===== config.mk =====
export PLATFORM = sky130hd
export DESIGN_NAME = seq_detector_flat
export DESIGN_NICKNAME = d
export VERILOG_FILES = /design/src/rtl/seq_detector_if.sv /design/src/rtl/seq_detector.sv /design/src/flat_wrapper.sv
export SDC_FILE = /design/constraint.sdc
export NUM_CORES = 1
export LEC_CHECK = 0
export BUFFER_PORTS_ARGS = -buffer_cell sky130_fd_sc_hd__buf_2
export CAP_MARGIN = 40
export CORE_AREA = 2 2 45 47
export DETAILED_ROUTE_END_ITERATION = 12
export DIE_AREA = 0 0 47 49
export GPL_TIMING_DRIVEN = 0
export SLEW_MARGIN = 10
export SYNTH_ARGS = -nofsm -noshare
export SYNTH_HDL_FRONTEND = slang
export SYNTH_SLANG_ARGS = --single-unit

===== constraint.sdc =====
create_clock -name clk -period 2.4 [get_ports clk]
set_input_delay 0.24 -clock clk [delete_from_list [all_inputs] [get_ports clk]]
set_output_delay 0.24 -clock clk [all_outputs]
set_load 0.01 [all_outputs]

===== src/rtl/seq_detector_if.sv =====
// Serial-in pattern detector bus: sample stream in, match flags/count and
// the detector's progress state out.
interface seq_detector_if #(
  parameter int PATTERN_WIDTH = 4,
  parameter int COUNT_WIDTH   = 8
);
  localparam int SW = $clog2(PATTERN_WIDTH);

  // en qualifies a: a bit is consumed only in cycles where en=1. There is
  // no backpressure; the detector accepts every enabled bit.
  logic                   en;
  logic                   a;
  logic                   y;
  logic                   y_q;
  logic [COUNT_WIDTH-1:0] match_count;
  logic                   count_sat;
  logic [SW-1:0]          progress;

  modport master (
    output en, a,
    input  y, y_q, match_count, count_sat, progress
  );

  modport slave (
    input  en, a,
    output y, y_q, match_count, count_sat, progress
  );
endinterface


===== src/rtl/seq_detector.sv =====
// Mealy serial pattern detector with KMP-style fallback table built at
// elaboration, registered match flag and saturating match counter.
module seq_detector #(
  parameter int                       PATTERN_WIDTH = 4,
  parameter logic [PATTERN_WIDTH-1:0] PATTERN       = 4'b1011,
  parameter bit                       OVERLAP       = 1'b1,
  parameter int                       COUNT_WIDTH   = 8
) (
  input  logic          clk,
  input  logic          reset,
  seq_detector_if.slave bus
);
  localparam int SW  = $clog2(PATTERN_WIDTH);
  localparam int TBL = 2 ** (SW + 1);

  // Next progress after consuming bit b in state k: longest suffix of
  // (matched prefix + b) that is a proper prefix of PATTERN. Out-of-range
  // states map to 0.
  function automatic int calc_next(input int k, input bit b);
    int   max_l;
    int   result;
    int   j;
    bit   found;
    bit   ok;
    logic s_bit;
    result = 0;
    found  = 1'b0;
    if (k < PATTERN_WIDTH) begin
      max_l = (k + 1 < PATTERN_WIDTH) ? k + 1 : PATTERN_WIDTH - 1;
      if (k == PATTERN_WIDTH - 1 && b == PATTERN[0] && !OVERLAP) max_l = 0;
      for (int l = max_l; l >= 1; l--) begin
        ok = 1'b1;
        for (int i = 0; i < l; i++) begin
          j     = k + 1 - l + i;
          s_bit = (j == k) ? b : PATTERN[PATTERN_WIDTH-1-j];
          if (s_bit != PATTERN[PATTERN_WIDTH-1-i]) ok = 1'b0;
        end
        if (ok && !found) begin
          result = l;
          found  = 1'b1;
        end
      end
    end
    return result;
  endfunction

  logic [SW-1:0]          w_next_tbl [TBL];
  logic [SW-1:0]          r_progress;
  logic                   r_y_q;
  logic [COUNT_WIDTH-1:0] r_count;
  logic                   w_y;
  logic                   w_in_range;
  logic                   w_sat;
  logic [SW:0]            w_idx;

  // Table index is {state, a}.
  for (genvar g = 0; g < TBL; g++) begin : g_tbl
    localparam int NXT = calc_next(g / 2, (g % 2) == 1);
    assign w_next_tbl[g] = SW'(NXT);
  end

  assign w_idx      = {r_progress, bus.a};
  assign w_in_range = (r_progress <= SW'(PATTERN_WIDTH - 1));
  assign w_y        = bus.en & (r_progress == SW'(PATTERN_WIDTH - 1))
                    & (bus.a == PATTERN[0]);
  assign w_sat      = &r_count;

  always_ff @(posedge clk) begin
    if (reset) begin
      r_progress <= '0;
      r_y_q      <= 1'b0;
      r_count    <= '0;
    end else begin
      r_y_q <= w_y;
      if (!w_in_range) begin
        r_progress <= '0;
      end else if (bus.en) begin
        r_progress <= w_next_tbl[w_idx];
      end
      if (w_y && !w_sat) r_count <= r_count + COUNT_WIDTH'(1);
    end
  end

  assign bus.y           = w_y;
  assign bus.y_q         = r_y_q;
  assign bus.match_count = r_count;
  assign bus.count_sat   = w_sat;
  assign bus.progress    = r_progress;
endmodule


===== src/flat_wrapper.sv =====
// flat-port wrapper written by rule: the top's interface ports become plain ports
module seq_detector_flat 
#(
  parameter int                       PATTERN_WIDTH = 4,
  parameter logic [PATTERN_WIDTH-1:0] PATTERN       = 4'b1011,
  parameter bit                       OVERLAP       = 1'b1,
  parameter int                       COUNT_WIDTH   = 8
)
  (clk, reset, bus_en, bus_a, bus_y, bus_y_q, bus_match_count, bus_count_sat, bus_progress);
  seq_detector_if #(.PATTERN_WIDTH(PATTERN_WIDTH), .COUNT_WIDTH(COUNT_WIDTH)) bus_i ();
  input  logic clk;
  input  logic reset;
  input wire logic [$bits(bus_i.en)-1:0] bus_en;
  input wire logic [$bits(bus_i.a)-1:0] bus_a;
  output wire logic [$bits(bus_i.y)-1:0] bus_y;
  output wire logic [$bits(bus_i.y_q)-1:0] bus_y_q;
  output wire logic [$bits(bus_i.match_count)-1:0] bus_match_count;
  output wire logic [$bits(bus_i.count_sat)-1:0] bus_count_sat;
  output wire logic [$bits(bus_i.progress)-1:0] bus_progress;
  assign bus_i.en = bus_en;
  assign bus_i.a = bus_a;
  assign bus_y = bus_i.y;
  assign bus_y_q = bus_i.y_q;
  assign bus_match_count = bus_i.match_count;
  assign bus_count_sat = bus_i.count_sat;
  assign bus_progress = bus_i.progress;
  seq_detector #(.PATTERN_WIDTH(PATTERN_WIDTH), .PATTERN(PATTERN), .OVERLAP(OVERLAP), .COUNT_WIDTH(COUNT_WIDTH)) u_core (.clk(clk), .reset(reset), .bus(bus_i));
endmodule

==> After elaboration in Yosys (flattened, before gate mapping) <==
Memories as Yosys holds them, arrays and structs flattened. A register that Yosys moved wholly into a read port is not among the register bits.
Index checks and enable logic that the tools add are counted.
{ "classes": {"order_cmp": 1, "n_bitwise": 4, "eq_ne": 1, "n_reduce_logical": 4, "n_addsub": 1} }
{ "op_table": {"columns": ["operator", "n"], "rows": [
  ["8-bit by 1-bit adder with 8-bit output (second input constant)", 1],
  ["8-bit AND reduction", 1],
  ["3-bit NOT with 4-bit output", 1],
  ["1-bit AND", 2],
  ["2-bit == test (second input constant)", 1],
  ["2-bit less-or-equal comparator (second input constant)", 1],
  ["2-bit OR reduction", 1],
  ["1-bit logical AND", 1],
  ["1-bit logical NOT", 1],
  ["1-bit NOT", 1]
]} }
{ "word_totals": {"n_memories": 1, "inputBits": 4, "wordCells": 14, "romBits": 16, "output_inout_bits": 13, "register_bits": 9} }
{ "memory_table": {"columns": ["memory", "depth", "width", "read_ports", "rd_ports_with_merged_regs", "wr", "line", "text"], "rows": [
  ["(no name shown)", 8, 2, 1, 1, 0, "seq_detector.sv:78", "r_progress <= w_next_tbl[w_idx];"]
]} }

==> Logic depth before layout (Yosys ltp) <==
{ "depth": {"word_depth": 4, "ltp_mapped": 5, "depth_no_buf": 5} }

==> Least setup slack after synthesis <==
OpenSTA, ideal clock, no wires.
{ "synth_path": {"path_type": "register to register", "start": "reg u_core.r_count[0] (netlist: u_core.bus.match_count[0])", "end": "reg u_core.r_count[5] (netlist: u_core.bus.match_count[5])", "synth_period_minus_slack_ns": 1.350, "t_arrival_ns": 1.223, "setup_ns": 0.128, "path_slack_ns": 1.050, "t_required_ns": 2.272, "path_buffers": 0, "path_stages_with_launch": 6, "cell_sequence": "dfxtp_1 -> ha_1 -> nand3_4 -> o2111ai_1 -> xor2_1 -> nor2_1"} }
{ "synth_between": {"elab_chain_cells": 3, "word_cells_on_any_way": 4, "cone_classes": "1 x add/sub; 3 x reduce/logical"} }
{ "synth_lines": {"columns": ["element", "line", "text"], "rows": [
  ["start, declared", "seq_detector.sv:50", "logic [COUNT_WIDTH-1:0] r_count;"],
  ["start signal, assigned", "seq_detector.sv:80", "if (w_y && !w_sat) r_count <= r_count + COUNT_WIDTH'(1);"],
  ["parallel branches: the longest is 3 deep, another holds 8-bit by 1-bit adder with 8-bit output", null, null]
]} }
Several ways; the timed one is not identified.
A chain may end at the register's enable or synchronous reset.

==> Worst setup path in the final report <==
{ "layout_path": {"start": "reg u_core.r_count[0] (netlist: u_core.bus.match_count[0])", "end": "out bus_count_sat"} }
{ "layout_between": {"elab_chain_cells": 1} }
{ "layout_lines": {"columns": ["element", "line", "text"], "rows": [
  ["8-bit AND reduction", "seq_detector.sv:66", "assign w_sat = &r_count;"],
  ["end, declared", "flat_wrapper.sv:18", "output wire logic [$bits(bus_i.count_sat)-1:0] bus_count_sat;"]
]} }
No other way between the ends.

==> impl_metrics.csv <==
group,metric,value,unit
hold_path,hold_end,"u_core.bus.progress[1]",
yosys,ys_types,26,
sta,hold_viol,0,
critical_path,crit_buf_inv,1,
place,dp_slack,1.009,ns
critical_path,r2r_setup_slack,0.98,ns
sta,relSlewSlack,0.7043,
detailed_routing,drc_errors,0,
sta,min_period,1.583,ns
place,gp_congestion,0.7105,
cts,cts.clk_slew.worst_paths,0.07,ns
grt,grt_usage,0.1114,
finish,area_delta_synth_final,25.87,%
pwr,p_per_area,481.2,nW/µm²
hold_path,holdPathStages,2,
sta,rsz0062_at_grt,"no",
grt,grt_overflow,0,
floorplan,fp.dieH,49,µm
critical_path,crit_family,"flip-flops",
cts,clock_sinks,11,
critical_path,start_kind,"flop",
yosys,syn_inst,56,
grt,grt_pass1_wl,1814,µm
floorplan,coreArea,1842,µm²
critical_path,reg2reg_to,"u_core.bus.match_count[1]",
grt,grt_max_degree,11,
pwr,irDropWorstVdd,205.8,µV
yosys,syn_nets,62,
finish,final_cell_count_no_fill,103,
sta,setup_viol,0,
finish,antenna_cells,0,
detailed_routing,avgRoutedWirePerCell,10.69,µm
yosys,ys_seq_area_frac,0.4065,
place,dp_hpwl,785.4,µm
detailed_routing,viasPerCell,4.583,
floorplan,start_util,0.2942,
finish,nNetsFinal,83,
place,dpl_cell_area,655.6,µm²
cts,clk_path_buf_depth,2,
place,portBuffers,16,
cts,cts_setup_buffers,0,
critical_path,cp_data_arrival_time,1.34,ns
sta,fin_crit_sh,0.6598,
cts,cts_buffers,3,
yosys,avgSynthCellArea,9.674,µm²
finish,fin_area,681.9,µm²
critical_path,worstPathRequired,2.16,ns
yosys,yosysWarnings,0,
sta,tightestPinTransition,0.4436,ns
status,status,"complete, no violations",
detailed_routing,via_count,472,
sta,max_freq,631.5,MHz
place,dp_cells,99,
floorplan,design.die.area,2303,µm²
detailed_routing,detail_route.iter0.violations,2,
critical_path,timing.rr.start,"u_core.bus.match_count[0]",
critical_path,critPathKind,"flop to output port",
finish,regArea,220.2,µm²
detailed_routing,drt_wl_total,1101,µm
detailed_routing,firstDrtPassIters,2,
yosys,netlist_area,541.8,µm²
cts,worstSkewPairLatency,0.26,ns
sta,finalWorstSetupSlack,0.8165,ns
hold_path,hp-class,"input pin to flop",
grt,antenna_found_initial,0,
finish,drive_gt1_frac,0.3158,
critical_path,cp-end-kind,"output port",
hold_path,min_from,"reset",
cts,hold_buffers,0,
cts,root_buffer,"clkbuf_4",
cts,cts.repair.resized,0,
critical_path,reg2reg_depth,5,
cts,htreeDepth,1,
floorplan,die_w,47,µm
sta,drv_slew,0,
finish,fillers,212,
run,max-cap-violations,0,
finish,multi_input_area,301.5,µm²
pwr,p_leak,0.2978,nW
sta,fin_skew,0.002375,ns
floorplan,ios,17,
detailed_routing,antenna_left,0,
critical_path,crit_chain,"ha_1, nand3_4, nor2_1, buf_2",
critical_path,max_stage_delay,0.41,ns
sta,fin_setup_tns,0,ns
critical_path,cp_max_fo,6,
floorplan,rows,16,
grt,grt_pass1_vias,436,
cts,cts_tree,"yes",
yosys,ys_ff_latch,11,
critical_path,cp_slowest_cell,"dfxtp_1",
-- through the flow --
step | util | power (W) | hold slack, ns
floorplan | - | 0.0001969 | 0.3180
global placement | 0.3560 | 0.0002045 | 0.4191
CTS | 0.3702 | 0.0003328 | 0.1440
detailed placement | 0.3560 | 0.0002049 | 0.4292
global route | 0.3702 | 0.0003439 | 0.1390
finish | 0.3702 | 0.0003281 | 0.1531
-- power by group --
group	internal (W)	switching, W
clock	0.0000642	0.0000631
combinational	0.00000566	0.00000906
sequential	0.000184	0.00000222
-- cells in the mapped netlist, drive strengths merged --
master	n	area, µm²
dfxtp	11	220.2
a31oi	2	12.51
nor2	9	33.78
ha	2	25.02
nor4	1	6.260
nand4	2	33.78
clkinv	1	8.760
a21oi	3	15.01
o2111a	1	11.26
o21ai	2	21.27
and3	1	6.260
and4	1	8.760
nand2	3	11.26
or3	1	6.260
a211oi	1	7.510
nand3	3	27.53
xor2	2	17.52
clkbuf	1	3.750
inv	2	7.510
mux2i	3	30.03
o2111ai	1	8.760
nor3	2	10.01
a311oi	1	8.760
-- layout make-up --
cell class	instances	area share
buffer	1	0.005505
inverter	3	0.02385
clock buffer	4	0.03853
multi-input combinational	41	0.4422
timing repair buffer	16	0.1174
sequential	11	0.3229
tap	27	0.04954
-- layer usage --
| metal | up-vias | GRT usage | part of all wire |
|---|---|---|---|
| met3 | 2 | 0.03704 | 0.048 |
| met2 | 10 | 0.1644 | 0.45 |
| met4 | 0 | 0.06944 | 0.017 |
| li1 | 247 | - | - |
| met1 | 213 | 0.1338 | 0.48 |
| met5 | - | 0 | 0 |
-- registers in the layout (all words and copies together) (netlist names) --
register and flops:
u_core.bus.y_q 1, u_core.bus.match_count 8, u_core.bus.progress 2
-- layout by cell type, fill, tap and decap left out, drive strengths merged --
| master | synthesis | routed |
|---|---|---|
| nand3 | 3 | 3 |
| nand2 | 3 | 3 |
| o21ai | 2 | 2 |
| clkinv | 1 | 1 |
| a21oi | 3 | 3 |
| a211oi | 1 | 1 |
| ha | 2 | 2 |
| buf | 0 | 16 |
| inv | 2 | 2 |
| nand4 | 2 | 2 |
| xor2 | 2 | 2 |
| and4 | 1 | 1 |
| a311oi | 1 | 1 |
| nor2 | 9 | 9 |
| clkbuf | 1 | 5 |
| mux2i | 3 | 3 |
| o2111ai | 1 | 1 |
| or3 | 1 | 1 |
| a31oi | 2 | 2 |
| and3 | 1 | 1 |
| nor4 | 1 | 1 |
| dfxtp | 11 | 11 |
| o2111a | 1 | 1 |
| nor3 | 2 | 2 |
-- worst max path at each step --
| stage | depth (start not counted) | end | startpoint |
|---|---|---|---|
| 4_1_cts | 4 | bus_count_sat | u_core.bus.match_count[0] |
| 3_3_place_gp | 5 | u_core.bus.match_count[1] | u_core.bus.match_count[0] |
| 6_report | 4 | bus_count_sat | u_core.bus.match_count[0] |
| 5_1_grt | 4 | bus_count_sat | u_core.bus.match_count[0] |
| 2_1_floorplan | 5 | u_core.bus.match_count[5] | u_core.bus.match_count[0] |
| 3_5_place_dp | 5 | u_core.bus.match_count[1] | u_core.bus.match_count[0] |
-- logic make-up after synthesis --
family / synth area share
muxes: 0.05543
adders and majority gates: 0.04618
DFF: 0.4065
and+or+nand+nor: 0.2656
buffers and inverters: 0.03695
AOI/OAI and AO/OA: 0.1570
xor gates and xnor gates: 0.03234
No activity file was read; power rests on OpenSTA's default activity.
